[src/rtl/fetch_decode_pipe.sv]
// fetch_decode_pipe: MIPS fetch stage (PC select) plus IF/ID register and stall/flush counters
// Ports: clk/reset (sync, active-high); StallF/StallD from hazard unit;
//   PCSrcD/PCBranchD and JumpD/PCJumpD redirect requests from Decode;
//   InstrF from instruction memory for PCF; PCF fetch address;
//   InstrD/PCPlus4D/ValidD IF/ID contents; RsD/RtD/RdD register fields of InstrD;
//   StallCount/FlushCount saturating performance counters.
module fetch_decode_pipe #(
  parameter logic [31:0] RESET_PC = 32'h0000_0000,
  parameter int          CNT_W    = 16
) (
  input  logic             clk,
  input  logic             reset,
  input  logic             StallF,
  input  logic             StallD,
  input  logic             PCSrcD,
  input  logic [31:0]      PCBranchD,
  input  logic             JumpD,
  input  logic [31:0]      PCJumpD,
  input  logic [31:0]      InstrF,
  output logic [31:0]      PCF,
  output logic [31:0]      InstrD,
  output logic [31:0]      PCPlus4D,
  output logic             ValidD,
  output logic [4:0]       RsD,
  output logic [4:0]       RtD,
  output logic [4:0]       RdD,
  output logic [CNT_W-1:0] StallCount,
  output logic [CNT_W-1:0] FlushCount
);
  logic [31:0]      pc_q, pc_d, instr_q, instr_d, p4_q, p4_d, pc_plus4;
  logic             valid_q, valid_d, redirect;
  logic [CNT_W-1:0] stall_q, stall_d, flush_q, flush_d;
  // A stalled Decode has stale branch operands, so its redirect request is ignored.
  assign redirect = (PCSrcD | JumpD) & ~StallD;
  assign pc_plus4 = pc_q + 32'd4;
  always_comb begin
    pc_d    = StallF ? pc_q
            : (redirect & JumpD) ? {PCJumpD[31:2], 2'b00}
            : (redirect & PCSrcD) ? {PCBranchD[31:2], 2'b00}
            : pc_plus4;
    instr_d = StallD ? instr_q : redirect ? 32'd0 : InstrF;
    p4_d    = StallD ? p4_q : redirect ? 32'd0 : pc_plus4;
    valid_d = StallD ? valid_q : ~redirect;
    stall_d = (StallF && !(&stall_q)) ? stall_q + CNT_W'(1) : stall_q;
    flush_d = (redirect && !(&flush_q)) ? flush_q + CNT_W'(1) : flush_q;
  end
  always_ff @(posedge clk) begin
    if (reset) begin
      pc_q    <= {RESET_PC[31:2], 2'b00};
      instr_q <= '0;
      p4_q    <= '0;
      valid_q <= 1'b0;
      stall_q <= '0;
      flush_q <= '0;
    end else begin
      pc_q    <= pc_d;
      instr_q <= instr_d;
      p4_q    <= p4_d;
      valid_q <= valid_d;
      stall_q <= stall_d;
      flush_q <= flush_d;
    end
  end
  assign PCF        = pc_q;
  assign InstrD     = instr_q;
  assign PCPlus4D   = p4_q;
  assign ValidD     = valid_q;
  assign RsD        = instr_q[25:21];
  assign RtD        = instr_q[20:16];
  assign RdD        = instr_q[15:11];
  assign StallCount = stall_q;
  assign FlushCount = flush_q;
endmodule

[config.mk]
export PLATFORM = sky130hd
export DESIGN_NAME = fetch_decode_pipe
export DESIGN_NICKNAME = d
export VERILOG_FILES = /design/src/rtl/fetch_decode_pipe.sv
export SDC_FILE = /design/constraint.sdc
export NUM_CORES = 1
export LEC_CHECK = 0
export BUFFER_PORTS_ARGS = -buffer_cell sky130_fd_sc_hd__buf_2
export CORE_UTILIZATION = 53
export CTS_CLUSTER_SIZE = 8
export DETAILED_ROUTE_END_ITERATION = 7
export GPL_ROUTABILITY_DRIVEN = 0
export PLACE_DENSITY = 0.94
export RECOVER_POWER = 50
export SETUP_SLACK_MARGIN = 0.4
export SLEW_MARGIN = 20
export SYNTH_ARGS = -nofsm -noshare
export SYNTH_HDL_FRONTEND = slang
export SYNTH_SLANG_ARGS = --single-unit
export TNS_END_PERCENT = 10
[constraint.sdc]
create_clock -name clk -period 5.25 [get_ports clk]
set_input_delay 0.2625 -clock clk [delete_from_list [all_inputs] [get_ports clk]]
set_output_delay 0.2625 -clock clk [all_outputs]
set_load 0.02 [all_outputs]
==> metrics.cfg, run 1 <==
[power]
switching_share=0.259
p_int_mw=1.73
p_per_area_nw_per_um2=308
power_switching_mw=0.605
vdd_drop_max_uv=221
leakage_nw=2.86
pwr-share-seq=0.436
comb_power_share=0.118
p_clk_frac=0.446

[yosys]
synth_cell_types=62
synth-edff-count=0
synth_mux_area_frac=0.0117
ys_top_cells_by_count=125 x dfxtp_1, 103 x nor2_1, 52 x nand2_1
synth_cells=747
yosysTopAreaCell=dfxtp_1
synth_top_family_by_area=simple AND/OR/NAND/NOR gates
synth-xor-area-share=0.0730
synth-compound-area-share=0.214
avgSynthCellArea_um2=8.19
yosys.area_share.simple=0.218
synth_seq_cells=125
netlist_area_um2=6120
synth_area_leaders=dfxtp_1 41%, nor2_1 6.3%, a22oi_1 5.5%, xnor2_1 4.9%, a21oi_1 3.4%
synth_most_common_cell=dfxtp_1
ys.flop_type=dfxtp_1
ys_seq_area_frac=0.409
synth_top_area_share=0.409
synth_fa_ha_area_frac=0.00613
synth_async_sr_flop_share=0
synth_warnings=0

[clocking]
clockBufferDepth=2
cts_tree=done
cts.sinks=125
clock_latency_ns=0.41
clkTransAtPathRegs_ns=0.05
ctsHtreeMaxLevel=4
clockRootBuffer=clkbuf_16
cts_resized=0
cts_buffers=17
hold_buffers=0
postCtsSetupBuffers=0

[setup_path]
cp.arrival_ns=3.75
cp_slowest_cell=clkbuf_1
r2r_slack_ns=2.57
worstSetupStartpoint=reset
worstPathRequired_ns=5.54
cp_slowest_stage_delay_ns=1.87
critical_path.endpoint=PCF[24]
worstPathMaxFanout=57
rr_startpoint=PCF[13]
crit_type=in2reg
reg2regPathDepth=5
crit_path_end_kind=register
worstSetupStartpointType=input pin
r2r_end=PCF[31]
path_cells=buf_4 > clkbuf_1 > nor2_1 > o21a_1 > a31oi_1 > o21ai_0

[route]
drt_first_pass_iters=5
drc=0
wl_per_cell_um=17.0
dr_total_vias=6482
drtIter0Drc=514
routed_wl_um=18500
drtAntennaViolNets=0
drt-vias-per-instance=5.94

[sta]
setup_viol=0
rsz0062_at_grt=false
setup_tns_ns=0
min_period_ns=3.46
worst_pin_slew_ns=2.57
finalHoldViolCount=0
max_clock_freq_mhz=289
slew_viol_final=102
fin_skew_ns=0.00486
relSlewSlack=-0.714
finalCritPeriodShare=0.659

[global_route]
grt.total_usage=0.308
grt_antenna_before_repair=0
grt_max_degree=59
grt_pass1_wl_um=28300
grt_pass1_vias=5885
overflow=0

[floorplanning]
core_um2=11000
die_area_um2=12000
start_util=0.555
rows=38
die_w_um=109
pin_count=246
dieHeight_um=109

[place]
port_buffers=237
dp_hpwl_um=12600

[job]
drv_cap=2

[status]
violations=capacitance limit, slew limit
status=finished with violations

[layout]
layout-drive-gt1-share=0.178
n_antenna_cell=0
syn_to_final_growth_pct=23.8
postLayoutCoreUtil=0.687
finalNetCount=1048

[hold_path]
hp-class=in2reg

through the flow:
| stage | hold WS (ns) | power (mW) | std cells | setup WS [ns] | cell area (um2) |
|---|---|---|---|---|---|
| 2_1_floorplan | 0.395 | 1.21 | 750 | 2.88 | 6130 |
| 4_1_cts | 0.0651 | 2.35 | 1091 | 2.70 | 7730 |
| 3_5_place_dp | 0.437 | 1.31 | 1064 | 2.67 | 7220 |
| 3_3_place_gp | 0.429 | 1.31 | 1064 | 2.79 | 7220 |
| 6_report | 0.0792 | 2.34 | 1091 | 1.79 | 7580 |
| 5_1_grt | 0.0832 | 2.42 | 1091 | 1.48 | 7580 |
per-layer routing:
layer	part of all wire	GRT usage	wire, um	vias up
met1	0.41	0.373	7510	3012
met4	0.028	0.153	520	0
met3	0.077	0.0711	1420	49
li1	-	-	-	3041
met5	0	0	0	-
met2	0.49	0.513	9080	380
cell families after synthesis:
| group | count (synthesis) |
|---|---|
| AO/OA/AOI/OAI | 196 |
| multiplexers | 7 |
| buffers and inverters | 88 |
| adder cells (fa/ha/maj) | 3 |
| other | 1 |
| AND/OR/NAND/NOR | 276 |
| flip-flops | 125 |
| XOR/XNOR | 51 |
power by group through the flow:
stage	Sequential (mW)	Clock (mW)	Combinational, mW
2_1_floorplan	1.06	0	0.145
3_3_place_gp	1.03	0	0.274
3_5_place_dp	1.04	0	0.280
4_1_cts	1.02	1.05	0.281
5_1_grt	1.02	1.09	0.301
6_report	1.02	1.04	0.277
worst max-delay path, delay by kind of cell:
kind                   cells  cell delay [ns]
buffers and inverters      2             2.32
AOI/OAI and AO/OA          3             0.56
and+or+nand+nor            1             0.60
worst min-delay path by stage:
stage,startpoint,to,cells after the start
after global placement,PCPlus4D[27],PCPlus4D[27],2
after floorplan,PCBranchD[24],PCF[24],2
after detailed placement,PCPlus4D[27],PCPlus4D[27],2
after global routing,InstrF[28],InstrD[28],3
after CTS,PCBranchD[24],PCF[24],3
final,InstrF[12],InstrD[12],3
placed cells by master, fill, tap and decap left out, types with 6 or more instances in the layout:
cell type	instances
nand4_1	15
or3_1	6
buf_2	120
inv_1	17
nand2_1	52
nor2_1	103
nor4_1	13
o22ai_1	7
clkbuf_16	17
a21oi_1	42
a22oi_1	45
a221oi_1	9
o21ai_0	37
xor2_1	17
a31oi_1	6
clkbuf_1	121
buf_4	7
mux2i_1	6
nand3_1	25
nor3_1	21
xnor2_1	34
a211oi_1	10
dfxtp_1	125
nand2b_1	9
state kept, by name (all words and copies together), names as in the netlist:
signal	count
ValidD	1
PCF	30
InstrD	32
PCPlus4D	30
StallCount	16
FlushCount	16
final cells by class:
type / instances / area [um2]
Inverter: 17 / 63.8
Timing Repair Buffer: 245 / 1100
Clock buffer: 25 / 505
Multi-Input combinational cell: 537 / 3220
Fill cell: 951 / 3450
Tap cell: 140 / 175
Sequential cell: 125 / 2500
Clock inverter: 2 / 10.0
Note: power is estimated with default switching activity, not from simulation.
==> inputs of run 2 (changes only) <==
--- a/config.mk
+++ b/config.mk
@@ -6,11 +6,11 @@
 export NUM_CORES = 1
 export LEC_CHECK = 0
 export BUFFER_PORTS_ARGS = -buffer_cell sky130_fd_sc_hd__buf_2
-export CORE_UTILIZATION = 53
+export CORE_UTILIZATION = 44
 export CTS_CLUSTER_SIZE = 8
 export DETAILED_ROUTE_END_ITERATION = 7
 export GPL_ROUTABILITY_DRIVEN = 0
-export PLACE_DENSITY = 0.94
+export PLACE_DENSITY = 0.85
 export RECOVER_POWER = 50
 export SETUP_SLACK_MARGIN = 0.4
 export SLEW_MARGIN = 20
==> constraint.sdc (replaced) <==
create_clock -name clk -period 3 [get_ports clk]
set_input_delay 0.15 -clock clk [delete_from_list [all_inputs] [get_ports clk]]
set_output_delay 0.15 -clock clk [all_outputs]
set_load 0.02 [all_outputs]
==> run 2 against run 1 <==
Effect of this change:
- the flow still finishes with violations (capacitance limit, slew limit)
- hold slack worse by 0.058 ns
- power grew 110%
- design area up 8.9%
- non-clock buffer count increased by 41
- clock power is 140% higher
- first-iteration DRC count grew 15%
- sequential share of layout area fell by 2.7 points
- cell count rose by 7.5%
- clock skew increased by 0.0065 ns
- via count up 1.3%
- largest cell class unchanged
==> metrics.cfg, run 2 (synthesized netlist as in run 1, its figures left out) <==
[global_route]
grt_antenna_before_repair=0  ; unchanged
overflow=0  ; unchanged
grt_max_degree=65  ; was 59
grt.total_usage=0.269  ; was 0.308
grt_pass1_vias=6097  ; was 5885
grt_pass1_wl_um=30500  ; was 28300 um

[sta]
finalHoldViolCount=0  ; unchanged
slew_viol_final=43  ; was 102
fin_ws_ns=0.458  ; was 1.79 ns
relSlewSlack=-0.312  ; was -0.714
min_period_ns=2.54
finalCritPeriodShare=0.847
setup_tns_ns=0  ; unchanged
setup_viol=0  ; unchanged
fin_skew_ns=0.0113  ; was 0.00486 ns
max_clock_freq_mhz=393
worst_pin_slew_ns=1.97  ; was 2.57 ns
rsz0062_at_grt=false  ; unchanged

[route]
drt_first_pass_iters=5  ; unchanged
drtIter0Drc=590  ; was 514
drc=0  ; unchanged
drt-vias-per-instance=5.60  ; was 5.94
drtAntennaViolNets=0  ; unchanged
routed_wl_um=19300  ; was 18500 um
dr_total_vias=6567  ; was 6482
wl_per_cell_um=16.5  ; was 17.0 um

[setup_path]
r2r_end=PCF[29]  ; was PCF[31]
worstPathRequired_ns=3.35  ; was 5.54 ns
reg2regPathDepth=5  ; unchanged
worstSetupStartpointType=input pin  ; unchanged
r2r_slack_ns=0.57  ; was 2.57 ns
worstPathMaxFanout=42  ; was 57
crit_type=in2reg  ; unchanged
crit_path_end_kind=register  ; unchanged
rr_startpoint=PCF[13]  ; unchanged
cp.arrival_ns=2.89  ; was 3.75 ns

[power]
p_per_area_nw_per_um2=583  ; was 308 nW/um2
vdd_drop_max_uv=353  ; was 221 uV
leakage_nw=3.18  ; was 2.86 nW

[layout]
n_antenna_cell=0  ; unchanged
finalNetCount=1089  ; was 1048
syn_to_final_growth_pct=34.9  ; was 23.8%
final_common_cell=buf_2  ; was dfxtp_1
design_area_um2=8250  ; was 7580 um2
stdcell_count=1173  ; was 1091
layout-drive-gt1-share=0.202  ; was 0.178
final_cell_mix=135 x buf_2, 125 x dfxtp_1, 103 x nor2_1  ; was 125 x dfxtp_1, 121 x clkbuf_1, 120 x buf_2
largest_reg_flops=32  ; unchanged
postLayoutCoreUtil=0.616  ; was 0.687

[floorplanning]
start_util=0.457  ; was 0.555
rows=42  ; was 38
die_w_um=120  ; was 109 um
dieHeight_um=120  ; was 109 um
core_um2=13400  ; was 11000 um2
die_area_um2=14400  ; was 12000 um2
pin_count=246  ; unchanged

[place]
place_area_um2=7310  ; was 7220 um2
dp_cells=1106  ; was 1064
port_buffers=237  ; unchanged
place_ws_ns=0.503  ; was 2.67 ns
dp_hpwl_um=12800  ; was 12600 um

[clocking]
cts.sinks=125  ; unchanged
clock_latency_ns=0.42  ; was 0.41 ns
clockBufferDepth=2  ; unchanged
postCtsSetupBuffers=0  ; unchanged
cts_tree=done  ; unchanged
ctsHtreeMaxLevel=4  ; unchanged
cts_buffers=17  ; unchanged
clkTransAtPathRegs_ns=0.06  ; was 0.05 ns
clockRootBuffer=clkbuf_16  ; unchanged

[hold_path]
hp-class=in2reg  ; unchanged
min_path_cells=3  ; unchanged
min-delay-start=PCBranchD[17]  ; was InstrF[12]
min_to=PCF[17]  ; was InstrD[12]

[status]
status=finished with violations  ; unchanged
violations=capacitance limit, slew limit  ; unchanged

[job]
drv_cap=1  ; was 2

## run 2: cell types whose count changed in the layout (fill, tap and decap cells not counted), moves of 2 or more
cell / change
clkinv_4: +2
buf_4: +6
dlygate4sd3_1: +35
buf_2: +15
clkinvlp_4: +4
clkbuf_8: -5
clkbuf_1: -19
bufinv_16: +8
## run 2: layout make-up
type	count	area [um2]
flip-flops and latches	125	2500
clock inverters	15	293
multi-input cells	537	3240
well taps	176	220
fillers	1230	5150
repair buffers	286	1510
inverters	17	63.8
clock buffers	17	425
## run 2: per-stage QoR
stage / power, mW / hold WS (ns)
final: 4.81 / 0.0214
after global routing: 4.97 / 0.0456
after CTS: 4.84 / 0.0124
after detailed placement: 2.31 / 0.390
after global placement: 2.30 / 0.377
after floorplan: 2.12 / 0.283
## run 2: how the worst max path moves through the flow
stage                  from  slack [ns]  cells past startpoint      endpoint
global placement    PCF[13]        0.60                      5       PCF[29]
finish               StallD        0.46                      6    InstrD[20]
floorplan            PCF[6]        0.63                      5       PCF[29]
detailed placement  PCF[13]        0.50                      5       PCF[29]
CTS                 PCF[13]        0.49                      5       PCF[29]
global route         StallD        0.24                      7  PCPlus4D[10]
## run 2: repair_timing
action,CTS,global route
hold buffers,35,0
hold endpoints to repair,35,0
resized for setup,0,1
endpoints found under the setup margin,0,1
## run 2: layer usage
| metal | vias up | wire [um] | global-route usage |
|---|---|---|---|
| li1 | 3141 | - | - |
| met1 | 3067 | 8110 | 0.330 |
| met2 | 324 | 9290 | 0.450 |
| met3 | 35 | 1520 | 0.0680 |
| met4 | 0 | 408 | 0.106 |
| met5 | - | 0 | 0 |
## run 2: power breakdown
part,switching [mW],internal [mW]
sequential,0.0635,1.71
clock,0.779,1.72
combinational,0.321,0.212
total,1.16,3.65
## run 2: worst max-delay path: stages
cell	delay, ns
clkbuf_1	0.13
clkbuf_2	0.38
nor3_2	0.30
clkbuf_1	1.42
a22oi_1	0.25
nor2_1	0.22
==> inputs of run 3 (changes only) <==
--- a/config.mk
+++ b/config.mk
@@ -5,12 +5,13 @@
 export SDC_FILE = /design/constraint.sdc
 export NUM_CORES = 1
 export LEC_CHECK = 0
+export ABC_AREA = 1
 export BUFFER_PORTS_ARGS = -buffer_cell sky130_fd_sc_hd__buf_2
-export CORE_UTILIZATION = 44
+export CORE_UTILIZATION = 50
 export CTS_CLUSTER_SIZE = 8
 export DETAILED_ROUTE_END_ITERATION = 7
 export GPL_ROUTABILITY_DRIVEN = 0
-export PLACE_DENSITY = 0.85
+export PLACE_DENSITY = 0.89
 export RECOVER_POWER = 50
 export SETUP_SLACK_MARGIN = 0.4
 export SLEW_MARGIN = 20
==> constraint.sdc (replaced) <==
create_clock -name clk -period 2.5 [get_ports clk]
set_input_delay 0.125 -clock clk [delete_from_list [all_inputs] [get_ports clk]]
set_output_delay 0.125 -clock clk [all_outputs]
set_load 0.02 [all_outputs]
==> run 3 against run 2 <==
Effect of this change:
- the run still ends with capacitance limit, slew limit left
- non-clock buffer count grew 14
- synthesized cell count up 34%
- highest routed layer unchanged
- clock skew down 0.0026 ns
- critical path depth stayed put
- worst setup slack lost 0.049 ns
- synthesized area rose by 10%
- cell count increased by 23%
==> metrics.cfg, run 3 <==
[status]
status=finished with violations  ; unchanged
violations=capacitance limit, slew limit  ; unchanged

[sta]
max_clock_freq_mhz=478
min_period_ns=2.09
relSlewSlack=-0.0106  ; was -0.312
setup_tns_ns=0  ; unchanged
finalHoldViolCount=0  ; unchanged
rsz0062_at_grt=false  ; unchanged
fin_skew_ns=0.00873  ; was 0.0113 ns
setup_viol=0  ; unchanged
slew_viol_final=28  ; was 43
fin_ws_ns=0.409  ; was 0.458 ns
finalCritPeriodShare=0.836
worst_pin_slew_ns=1.52  ; was 1.97 ns

[yosys]
yosysTopAreaCell=dfxtp_1  ; unchanged
synth_top_area_share=0.371  ; was 0.409
ys_seq_area_frac=0.371  ; was 0.409
synth_most_common_cell=nand2_1  ; was dfxtp_1
synth_cell_types=39  ; was 62
synth-edff-count=0  ; unchanged
ys.flop_type=dfxtp_1  ; unchanged
netlist_area_um2=6750  ; was 6120 um2
avgSynthCellArea_um2=6.75  ; was 8.19 um2
synth_warnings=0  ; unchanged
synth_cells=1000  ; was 747
synth_area_leaders=dfxtp_1 37%, nand2_1 17%, a21oi_1 11%, o21ai_0 5.0%, nor2_1 3.7%  ; was dfxtp_1 41%, nor2_1 6.3%, a22oi_1 5.5%, xnor2_1 4.9%, a21oi_1 3.4%
ys_top_cells_by_count=312 x nand2_1, 144 x a21oi_1, 125 x dfxtp_1  ; was 125 x dfxtp_1, 103 x nor2_1, 52 x nand2_1
synth_seq_cells=125  ; unchanged
synth_async_sr_flop_share=0  ; unchanged

[power]
p_int_mw=4.02  ; was 3.65 mW
leakage_nw=3.56  ; was 3.18 nW
switching_share=0.278  ; was 0.242
comb_power_share=0.139  ; was 0.111
vdd_drop_max_uv=466  ; was 353 uV
p_per_area_nw_per_um2=631  ; was 583 nW/um2
pwr-share-seq=0.390  ; was 0.369
power_switching_mw=1.55  ; was 1.16 mW
p_clk_frac=0.470  ; was 0.520

[clocking]
cts.sinks=125  ; unchanged
cts_resized=0  ; unchanged
clockBufferDepth=2  ; unchanged
cts_buffers=17  ; unchanged
postCtsSetupBuffers=0  ; unchanged
clkTransAtPathRegs_ns=0.05  ; was 0.06 ns
clockRootBuffer=clkbuf_16  ; unchanged
cts_tree=done  ; unchanged
ctsHtreeMaxLevel=4  ; unchanged
clock_latency_ns=0.43  ; was 0.42 ns

[place]
port_buffers=237  ; unchanged
place_ws_ns=0.244  ; was 0.503 ns
dp_hpwl_um=14300  ; was 12800 um
place_area_um2=7840  ; was 7310 um2

[hold_path]
min_path_cells=3  ; unchanged
min-delay-start=PCJumpD[16]  ; was PCBranchD[17]
min_to=PCF[16]  ; was PCF[17]
hp-class=in2reg  ; unchanged

[layout]
postLayoutCoreUtil=0.670  ; was 0.616
finalNetCount=1360  ; was 1089
syn_to_final_growth_pct=31.0  ; was 34.9%
nFillCells=1195  ; was 1230
final_common_cell=nand2_1  ; was buf_2
final_cell_mix=312 x nand2_1, 144 x a21oi_1, 132 x clkbuf_1  ; was 135 x buf_2, 125 x dfxtp_1, 103 x nor2_1
layout-drive-gt1-share=0.145  ; was 0.202
n_antenna_cell=0  ; unchanged
largest_reg_flops=32  ; unchanged
design_area_um2=8840  ; was 8250 um2

[floorplanning]
die_w_um=118  ; was 120 um
rows=42  ; unchanged
pin_count=246  ; unchanged
dieHeight_um=118  ; was 120 um
core_um2=13200  ; was 13400 um2
die_area_um2=14000  ; was 14400 um2
start_util=0.512  ; was 0.457

[global_route]
grt_max_degree=56  ; was 65
grt.total_usage=0.317  ; was 0.269
grt_pass1_vias=7323  ; was 6097
grt_antenna_before_repair=0  ; unchanged
overflow=0  ; unchanged
grt_pass1_wl_um=35300  ; was 30500 um

[setup_path]
worstPathMaxFanout=44  ; was 42
r2r_slack_ns=0.58  ; was 0.57 ns
crit_type=in2reg  ; unchanged
crit_path_end_kind=register  ; unchanged
worstPathRequired_ns=2.80  ; was 3.35 ns
worstSetupStartpointType=input pin  ; unchanged
r2r_end=FlushCount[0]  ; was PCF[29]
rr_startpoint=FlushCount[0]  ; was PCF[13]
reg2regPathDepth=8  ; was 5
cp.arrival_ns=2.39  ; was 2.89 ns

[route]
dr_total_vias=7814  ; was 6567
drc=0  ; unchanged
routed_wl_um=22000  ; was 19300 um
drtIter0Drc=673  ; was 590
drt-vias-per-instance=5.42  ; was 5.60
drt_first_pass_iters=5  ; unchanged
wl_per_cell_um=15.3  ; was 16.5 um
drtAntennaViolNets=0  ; unchanged

[job]
drv_cap=1  ; unchanged

run 3: worst max-delay path by stage:
stage	start	to	slack (ns)
after floorplan	FlushCount[0]	FlushCount[1]	0.81
after global placement	StallD	InstrD[13]	0.36
after detailed placement	StallD	InstrD[19]	0.24
after CTS	FlushCount[0]	FlushCount[0]	0.64
after global routing	reset	PCF[2]	0.28
final	reset	PCF[2]	0.41
run 3: logic make-up after synthesis:
logic type      after synthesis  synth area share
flops                       125             0.371
other cells                   1          0.000556
fa+ha+maj                     3           0.00556
xor+xnor                     24            0.0311
compound gates              245             0.190
buf+inv                     138             0.100
simple gates                464             0.302
run 3: critical path, cell delays in order:
cell and delay, ns:
clkbuf_1 1.07, inv_1 0.09, buf_4 0.33, o21ai_0 0.13
a21oi_1 0.06, dlygate4sd3_1 0.56
run 3: metrics by stage:
step                      total power [mW]  hold WS [ns]  instances
after floorplan                       2.68         0.268       1003
after global placement                2.90         0.375       1357
after detailed placement              2.92         0.380       1357
after CTS                             5.58      0.000711       1443
after global routing                  5.76        0.0282       1443
final                                 5.57        0.0155       1443
run 3: layout make-up:
type / instances / area (um2) / share of cell area
sequential: 125 / 2500 / 0.283
timing repair buffer: 300 / 1640 / 0.186
clock inverter: 14 / 195 / 0.0221
inverter: 71 / 272 / 0.0307
clock buffer: 17 / 425 / 0.0481
multi-input combinational: 740 / 3580 / 0.405
tap: 176 / 220 / 0.0249
run 3: power by group through the flow:
stage                     registers [mW]  logic (mW)  clock network [mW]
after floorplan                     2.29       0.383                   0
after global routing                2.18       0.843                2.74
after global placement              2.20       0.699                   0
final                               2.17       0.778                2.62
after CTS                           2.17       0.785                2.63
after detailed placement            2.21       0.712                   0
run 3: what timing repair did:
item                                    4_1_cts  5_1_grt
hold buffers                                 55        0
hold endpoints to repair                     54        0
endpoints found under the setup margin        0        0
run 3: layer usage:
metal | share of wire | global-route usage
met5 | 0 | 0
met4 | 0.040 | 0.159
met3 | 0.082 | 0.0825
met2 | 0.48 | 0.535
met1 | 0.40 | 0.370
